===== config.mk =====
export PLATFORM = sky130hd
export DESIGN_NAME = high_score_tracker
export DESIGN_NICKNAME = d
export VERILOG_FILES = /design/src/rtl/whack_pkg.sv /design/src/rtl/ms_tick_gen.sv /design/src/rtl/high_score_tracker.sv
export SDC_FILE = /design/constraint.sdc
export NUM_CORES = 1
export LEC_CHECK = 0
export ABC_AREA = 1
export BUFFER_PORTS_ARGS = -buffer_cell sky130_fd_sc_hd__buf_2
export CAP_MARGIN = 15
export CELL_PAD_IN_SITES_DETAIL_PLACEMENT = 1
export CELL_PAD_IN_SITES_GLOBAL_PLACEMENT = 2
export CORE_UTILIZATION = 32
export DETAILED_ROUTE_END_ITERATION = 8
export GPL_TIMING_DRIVEN = 0
export HOLD_SLACK_MARGIN = 0.03
export PLACE_DENSITY = 0.8
export SYNTH_ARGS = -nofsm -noshare
export SYNTH_HDL_FRONTEND = slang
export SYNTH_SLANG_ARGS = --single-unit

===== constraint.sdc =====
create_clock -name clk -period 2.1 [get_ports clk]
set_input_delay 0.21 -clock clk [delete_from_list [all_inputs] [get_ports clk]]
set_output_delay 0.21 -clock clk [all_outputs]
set_load 0.005 [all_outputs]

===== src/rtl/whack_pkg.sv =====
// Shared constants for the whack game datapath: score width/ceiling,
// high_score_tracker state encodings and a counter-width helper.
package whack_pkg;

    localparam int SCORE_WIDTH = 14;      // $clog2(9999)
    localparam int MAX_SCORE   = 9999;

    // high_score_tracker FSM encodings (also exported on state_debug)
    localparam logic [2:0] ST_IDLE    = 3'd0;
    localparam logic [2:0] ST_PLAYING = 3'd1;
    localparam logic [2:0] ST_COMPARE = 3'd2;
    localparam logic [2:0] ST_FLASH   = 3'd3;
    localparam logic [2:0] ST_HOLD    = 3'd4;

    // Width of a counter that must hold 0..n-1, never narrower than 1 bit.
    function automatic int cnt_w(input int n);
        return (n > 1) ? $clog2(n) : 1;
    endfunction

endpackage


===== src/rtl/ms_tick_gen.sv =====
// Free-running millisecond tick: counts 0..CLKS_PER_MS-1 and asserts tick
// for the single cycle in which the count sits at its last value, so the
// consumer acts on the wrap edge. clear restarts the count from 0.
module ms_tick_gen
    import whack_pkg::*;
#(
    parameter int CLKS_PER_MS = 50000
) (
    input  logic clk,
    input  logic rst,
    input  logic clear,
    output logic tick
);

    localparam int              CW   = cnt_w(CLKS_PER_MS);
    localparam logic [CW-1:0]   LAST = CW'(CLKS_PER_MS - 1);

    logic [CW-1:0] cnt;

    // Cycle counter, wraps at LAST, restarted by reset or clear
    always_ff @(posedge clk) begin
        if (!rst || clear) begin
            cnt <= '0;
        end else if (cnt == LAST) begin
            cnt <= '0;
        end else begin
            cnt <= cnt + 1'b1;
        end
    end

    assign tick = (cnt == LAST) && !clear;

endmodule


===== src/rtl/high_score_tracker.sv =====
// Tracks the best game score and drives the four-digit display: live score
// while playing, a flashing final score after a new record, and the held
// final score / best score between games. All outputs are registered.
module high_score_tracker #(
    parameter int SCORE_WIDTH     = whack_pkg::SCORE_WIDTH,
    parameter int MAX_SCORE       = whack_pkg::MAX_SCORE,
    parameter int CLKS_PER_MS     = 50000,
    parameter int FLASH_PERIOD_MS = 250,
    parameter int FLASH_TOGGLES   = 8
) (
    input  logic                   clk,
    input  logic                   rst,
    input  logic                   game_in_progress,
    input  logic [SCORE_WIDTH-1:0] score,
    input  logic                   clear_best,
    output logic [SCORE_WIDTH-1:0] display_value,
    output logic                   display_blank,
    output logic [SCORE_WIDTH-1:0] best_score,
    output logic                   new_record,
    output logic [2:0]             state_debug
);

    import whack_pkg::*;

    localparam int PW = cnt_w(FLASH_PERIOD_MS);
    localparam int TW = cnt_w(FLASH_TOGGLES);

    localparam logic [SCORE_WIDTH-1:0] MAX_S  = SCORE_WIDTH'(MAX_SCORE);
    localparam logic [PW-1:0]          P_LAST = PW'(FLASH_PERIOD_MS - 1);
    localparam logic [TW-1:0]          T_LAST = TW'(FLASH_TOGGLES - 1);

    logic [2:0]             state;
    logic                   gip_q;
    logic [SCORE_WIDTH-1:0] cap_q;
    logic [PW-1:0]          ms_cnt;
    logic [TW-1:0]          tog_cnt;
    logic                   ms_tick;
    logic                   rise;
    logic                   fall;
    logic [SCORE_WIDTH-1:0] cap;

    assign rise = game_in_progress & ~gip_q;
    assign fall = ~game_in_progress & gip_q;
    assign cap  = (score > MAX_S) ? MAX_S : score;

    assign state_debug = state;

    // Restart the ms timebase while in COMPARE so the first FLASH toggle
    // lands exactly one flash period after entering FLASH.
    ms_tick_gen #(
        .CLKS_PER_MS (CLKS_PER_MS)
    ) u_ms_tick (
        .clk   (clk),
        .rst   (rst),
        .clear (state == ST_COMPARE),
        .tick  (ms_tick)
    );

    // Game-state FSM with registered display, best score and record flag
    always_ff @(posedge clk) begin
        if (!rst) begin
            state         <= ST_IDLE;
            gip_q         <= 1'b0;
            cap_q         <= '0;
            ms_cnt        <= '0;
            tog_cnt       <= '0;
            best_score    <= '0;
            display_value <= '0;
            display_blank <= 1'b0;
            new_record    <= 1'b0;
        end else begin
            gip_q <= game_in_progress;
            case (state)
                ST_IDLE, ST_HOLD: begin
                    display_value <= (state == ST_IDLE) ? best_score : cap_q;
                    display_blank <= 1'b0;
                    // a game start outranks a clear request
                    if (rise) begin
                        state      <= ST_PLAYING;
                        new_record <= 1'b0;
                    end else if (clear_best) begin
                        best_score <= '0;
                        new_record <= 1'b0;
                    end
                end
                ST_PLAYING: begin
                    display_value <= score;
                    display_blank <= 1'b0;
                    if (fall) begin
                        cap_q <= cap;
                        state <= ST_COMPARE;
                    end
                end
                ST_COMPARE: begin
                    display_value <= cap_q;
                    display_blank <= 1'b0;
                    ms_cnt        <= '0;
                    tog_cnt       <= '0;
                    // only a strict improvement is a record; ties go to HOLD
                    if (cap_q > best_score) begin
                        best_score <= cap_q;
                        new_record <= 1'b1;
                        state      <= ST_FLASH;
                    end else begin
                        state <= ST_HOLD;
                    end
                end
                ST_FLASH: begin
                    display_value <= cap_q;
                    if (rise) begin
                        // best_score is already committed; just abort the flash
                        state         <= ST_PLAYING;
                        display_blank <= 1'b0;
                        new_record    <= 1'b0;
                    end else if (ms_tick) begin
                        if (ms_cnt == P_LAST) begin
                            ms_cnt  <= '0;
                            tog_cnt <= tog_cnt + 1'b1;
                            if (tog_cnt == T_LAST) begin
                                display_blank <= 1'b0;
                                state         <= ST_HOLD;
                            end else begin
                                display_blank <= ~display_blank;
                            end
                        end else begin
                            ms_cnt <= ms_cnt + 1'b1;
                        end
                    end
                end
                default: begin
                    state         <= ST_IDLE;
                    display_blank <= 1'b0;
                end
            endcase
        end
    end

endmodule


# --- After elaboration in Yosys (flattened, before gate mapping) ---
# Cells that the tools add are included.
word_totals:
  output_inout_bits: 33
  wordCells: 91
  ff_bits: 75
op_classes:
  add_sub_neg: 3
  n_eq_ne: 20
  n_lt_le_gt_ge: 2
  n_mux: 29
  bitwise_logic: 7
  reduce_logical: 20
ops:
  columns: ["operator", "count"]
  rows:
  - ["2-to-1 mux 14 bit", 5]
  - ["case mux 14 bit (3 select lines)", 1]
  - ["2-to-1 mux 3 bit", 10]
  - ["case mux 14 bit (2 select lines)", 1]
  - ["2-to-1 mux 8 bit", 3]
  - ["inequality test 2 bit (second input constant)", 9]
  - ["adder 16 x 1 -> 16 bit (second input constant)", 1]
  - ["== test 16 bit (second input constant)", 1]
  - ["case mux 8 bit (2 select lines)", 1]
  - ["> comparator 14 bit", 1]
  - ["> comparator 14 bit (second input constant)", 1]
  - ["inequality test 3 bit (second input constant)", 4]
  - ["case mux 3 bit (4 select lines)", 1]
  - ["AND reduction 4 bit", 3]
  - ["adder 8 x 1 -> 8 bit (second input constant)", 1]
  - ["== test 8 bit (second input constant)", 1]
  - ["== test 3 x 2 -> 1 bit (second input constant)", 2]
  - ["== test 3 bit (second input constant)", 2]
  - ["case mux 3 bit (2 select lines)", 1]
  - ["nonzero test 3 bit", 2]
  - ["OR reduction 2 bit", 3]
  - ["2-to-1 mux 1 bit", 5]
  - ["inverter 1 bit", 5]
  - ["AND reduction 5 bit", 1]
  - ["other kinds (12)", 16]

# --- Depth between registers and ports, before layout ---
logic_depth:
  word_depth: 6
  depth_mapped: 15
  depth_no_buf: 14

# --- By module ---
# A second synthesis with hierarchy kept.
unflattened:
  cells_unflattened: 583
  area_unflattened_um2: 4235.3
by_module_without_submodules:
  columns: ["mod", "n_inst", "area_each_um2", "cells_each", "seq_area_each_um2"]
  rows:
  - ["high_score_tracker", 1, 3320.7, 450, 1181.1]
  - ["ms_tick_gen", 1, 914.6, 133, 320.3]

# --- Least setup slack after synthesis ---
# Ideal clock, no wire load.
synth_path:
  path_type: "register to register"
  startpoint: "reg best_score[13]"
  endpoint: "reg best_score[11]"
  path_buffers: 1
  arrival_time_ns: 1.679
  stages_incl_launch_ff: 14
  path_slack_ns: 0.309
  synth_period_minus_slack_ns: 1.791
  required_time_ns: 1.988
  cell_sequence: "dfxtp_1 inv_1 ha_1 nand2_1 nor2_1 and2_1 nand2_1 nand2_1 nand3_2 nand2_1 inv_2 buf_4 nor2_1 nor2_1"
synth_between:
  elab_chain_cells: 3
synth_lines:
  columns: ["item", "line", "rtl"]
  rows:
  - ["start, declared", "high_score_tracker.sv:18", "output logic [SCORE_WIDTH-1:0] best_score,"]
  - ["start signal, assigned", "high_score_tracker.sv:101", "best_score <= cap_q;"]
  - ["> comparator 14 bit", "high_score_tracker.sv:100", "if (cap_q > best_score) begin"]
  - ["inequality test 2 bit (no source line)", null, null]
  - ["AND reduction 4 bit (no source line)", null, null]
# Every way passes these cells.
# A chain may end at the register's enable or synchronous reset.

# --- Worst setup path in the final report ---
layout_path:
  startpoint: "reg best_score[10]"
  endpoint: "reg best_score[9]"
# Same word-level chain as after synthesis.

==> reports/metrics.cfg <==
[synthesis]
synth_top_area_share_pct = 36.9
synth_edf_count = 0
synth_cell_type_count = 38
syn_area_per_cell_um2 = 6.72
yosysWarningCount = 0
synthTopCellsByArea = dfxtp_1, nand2_1, nor2_1
synthAdderAreaFrac_pct = 5.84
synth_top_family_by_area = simple AND/OR/NAND/NOR gates
syn-num-nets = 643
synth_area_mm2 = 0.00407
muxShareOfSynthArea_pct = 0
synthCells = 606
ys_async_sr_fraction_pct = 0
post-synth-top-count-cell = nand2_1
synthSimpleGateAreaFrac_pct = 33.9
synthFlopType = dfxtp_1
ys_ff_latch = 75
synth-xor-area-share_pct = 0.645
synth_compound_gate_area_share_pct = 12.8
ys_seq_area_share_pct = 36.9
synthTopCellsByCount = nand2_1, nor2_1, inv_1
yosys.area.top_type = dfxtp_1

[clock_network]
clk_pin_slew_ps = 60
postCtsHoldBufs = 0
numCtsBuffers = 9
clock-sinks = 75
cts.htree.levels = 3
cts_tree = done
cts_buffer_depth = 2
clk_latency_ps = 340
cts_root_buf = clkbuf_16

[setup_path]
r2r_setup_slack_ps = 150
r2r_end = best_score[9]
end_kind = flop
rr_worst_depth = 12
crit_fanout = 5
arrival_ps = 2190
cpPeakStageDelay_ps = 380
critPathLaunchType = flop
crit_slowest_cell = dfxtp_1
crit_chain = inv_1, ha_1, nand2_1, nor2_2, and2_1, nand4_1, nand3_4, buf_4, buf_4, nand3_1, nand2_1, nor2_1
path_class = flop to flop
r2r_start = best_score[10]
required_ps = 2340

[final_layout]
final_nets = 707
regArea_mm2 = 0.00151
diodes = 0
stdcell_count = 843
n_fill_cell = 1591
multi_input_area_mm2 = 0.00219
layout-drive-gt1-share_pct = 16.0
syn2layout_area_growth_pct = 20.7

[floorplan]
rows = 40
io_pins = 51
start_util_pct = 33.3
die_area_mm2 = 0.0132
coreArea_mm2 = 0.0122
fp.dieH_um = 115
die_w_um = 115

[global_route]
grtUsageMet3_pct = 3.16
use_met1_pct = 30.6
grt_pass1_vias = 4102
met2_usage_pct = 32.7
grt_max_degree = 13
gr-max-usage-layer = met2
antenna_found_initial = 0
grtUsageTotal_pct = 21.3
grt.overflow.total = 0
grt_pass1_wl_um = 21300

[power_and_ir_drop]
power.total_w = 0.00481
p_sw_w = 0.00167
comb_power_share_pct = 28.4
p_clk_share_pct = 34.8
powerDensity_mw_per_mm2 = 979
leakage_nw = 2.13
swShare_pct = 34.6
worst_ir_drop_vdd_mv = 0.385
power.internal_w = 0.00315
seq_power_share_pct = 36.9

[detailed_routing]
first_pass_iters = 4
vias_per_cell = 4.84
antenna_left = 0
wirelength_um = 13200
drc = 0
drt-initial-drc-count = 129
wl_per_cell_um = 15.6
vias = 4078

[worst_hold_path]
whs_endpoint = gip_q
min-delay-start = game_in_progress
hold_depth = 3
hold_class = input pin to flop

[timing]
worst_pin_slew_ps = 617
fin_crit_ps = 1950
finClkSkew_ps = 7.21
hold_viol = 0
timing.hold.ws_ps = 102
rsz0062_at_grt = false
finalSetupViolCount = 0
max-slew-margin-rel_pct = 58.6
setup_slack_ps = 148
max_freq_mhz = 512
tns_ps = 0
drv_slew = 0
final.period_utilization_pct = 92.9

[place]
dpl.hpwl_um = 10200
port_buffers = 49
place.gp.congestion = 0.817
dp_cells = 823
dp_slack_ps = -61.7

[run_status]
status = finished clean

[run]
max-cap-violations = 0

-- worst max-delay path, delay by kind of cell (launching register included) --
| family | cells | cell delay [ps] |
|---|---|---|
| adders and majority gates | 1 | 300 |
| buffers and inverters | 3 | 310 |
| DFF | 1 | 380 |
| and+or+nand+nor | 8 | 860 |
-- worst max-delay path by stage --
stage / from / to / slack, ps / cells after the start
floorplan: best_score[13] / best_score[11] / 310 / 13
global placement: best_score[13] / best_score[3] / -30 / 13
detailed placement: best_score[13] / best_score[7] / -60 / 13
CTS: best_score[5] / best_score[7] / 30 / 14
global route: u_ms_tick.cnt[0] / u_ms_tick.cnt[0] / 3 / 9
finish: best_score[10] / best_score[9] / 150 / 12
-- kinds of logic (layout without fill, tap and decap cells) --
family | Yosys count | after routing
AND/OR/NAND/NOR | 319 | 319
buffers and inverters | 102 | 171
AO/OA/AOI/OAI | 88 | 88
flip-flops | 75 | 75
adder cells (fa/ha/maj) | 19 | 19
XOR/XNOR | 3 | 3
-- layout by cell type (no fill, tap or decap), types with 10 or more instances in the layout --
master,synthesis,final
ha_1,19,19
nor2_1,94,92
nand3_1,35,35
inv_1,76,76
buf_2,6,54
o21ai_0,32,32
clkbuf_1,8,10
dfxtp_1,75,69
a41oi_1,14,14
nand2_1,152,150
a21oi_1,33,33
-- what timing repair did --
action	4_1_cts	5_1_grt
setup buffers	0	4
gates resized for setup	5	13
endpoints found under the setup margin	10	11
pin swaps	1	1
-- final cells by class --
class / count / share of cell area, %
clock buffers: 11 / 4.73
well taps: 168 / 4.28
multi-input cells: 429 / 44.5
plain buffers: 18 / 2.04
flip-flops and latches: 75 / 30.7
inverters: 84 / 6.52
repair buffers: 53 / 5.60
clock inverters: 5 / 1.58
-- flip-flops by register name, summed over array words and instances, names as in the netlist, 3 cells and up --
signal,flops
u_ms_tick.cnt,16
tog_cnt,3
cap_q,14
best_score,14
display_value,14
ms_cnt,8
state_debug,3
-- power groups by stage --
stage               sequential, W  combinational [W]  clock, W
floorplan                 0.00176           0.000864         0
global placement          0.00179            0.00129         0
detailed placement        0.00180            0.00131         0
CTS                       0.00177            0.00134   0.00170
global route              0.00180            0.00156   0.00177
finish                    0.00177            0.00137   0.00167
-- routing by layer --
metal | routed length [um] | vias to the layer above
li1 | - | 2076
met4 | 173 | 0
met1 | 6830 | 1934
met3 | 461 | 13
met5 | 0 | -
met2 | 5690 | 55
-- stage by stage --
step	area (um2)	utilization (%)
after floorplan	4070	-
after global placement	4530	37.1
after detailed placement	4530	37.1
after CTS	4850	39.7
after global routing	4920	40.3
final	4920	40.3
Note: power is estimated with default switching activity, not from simulation.
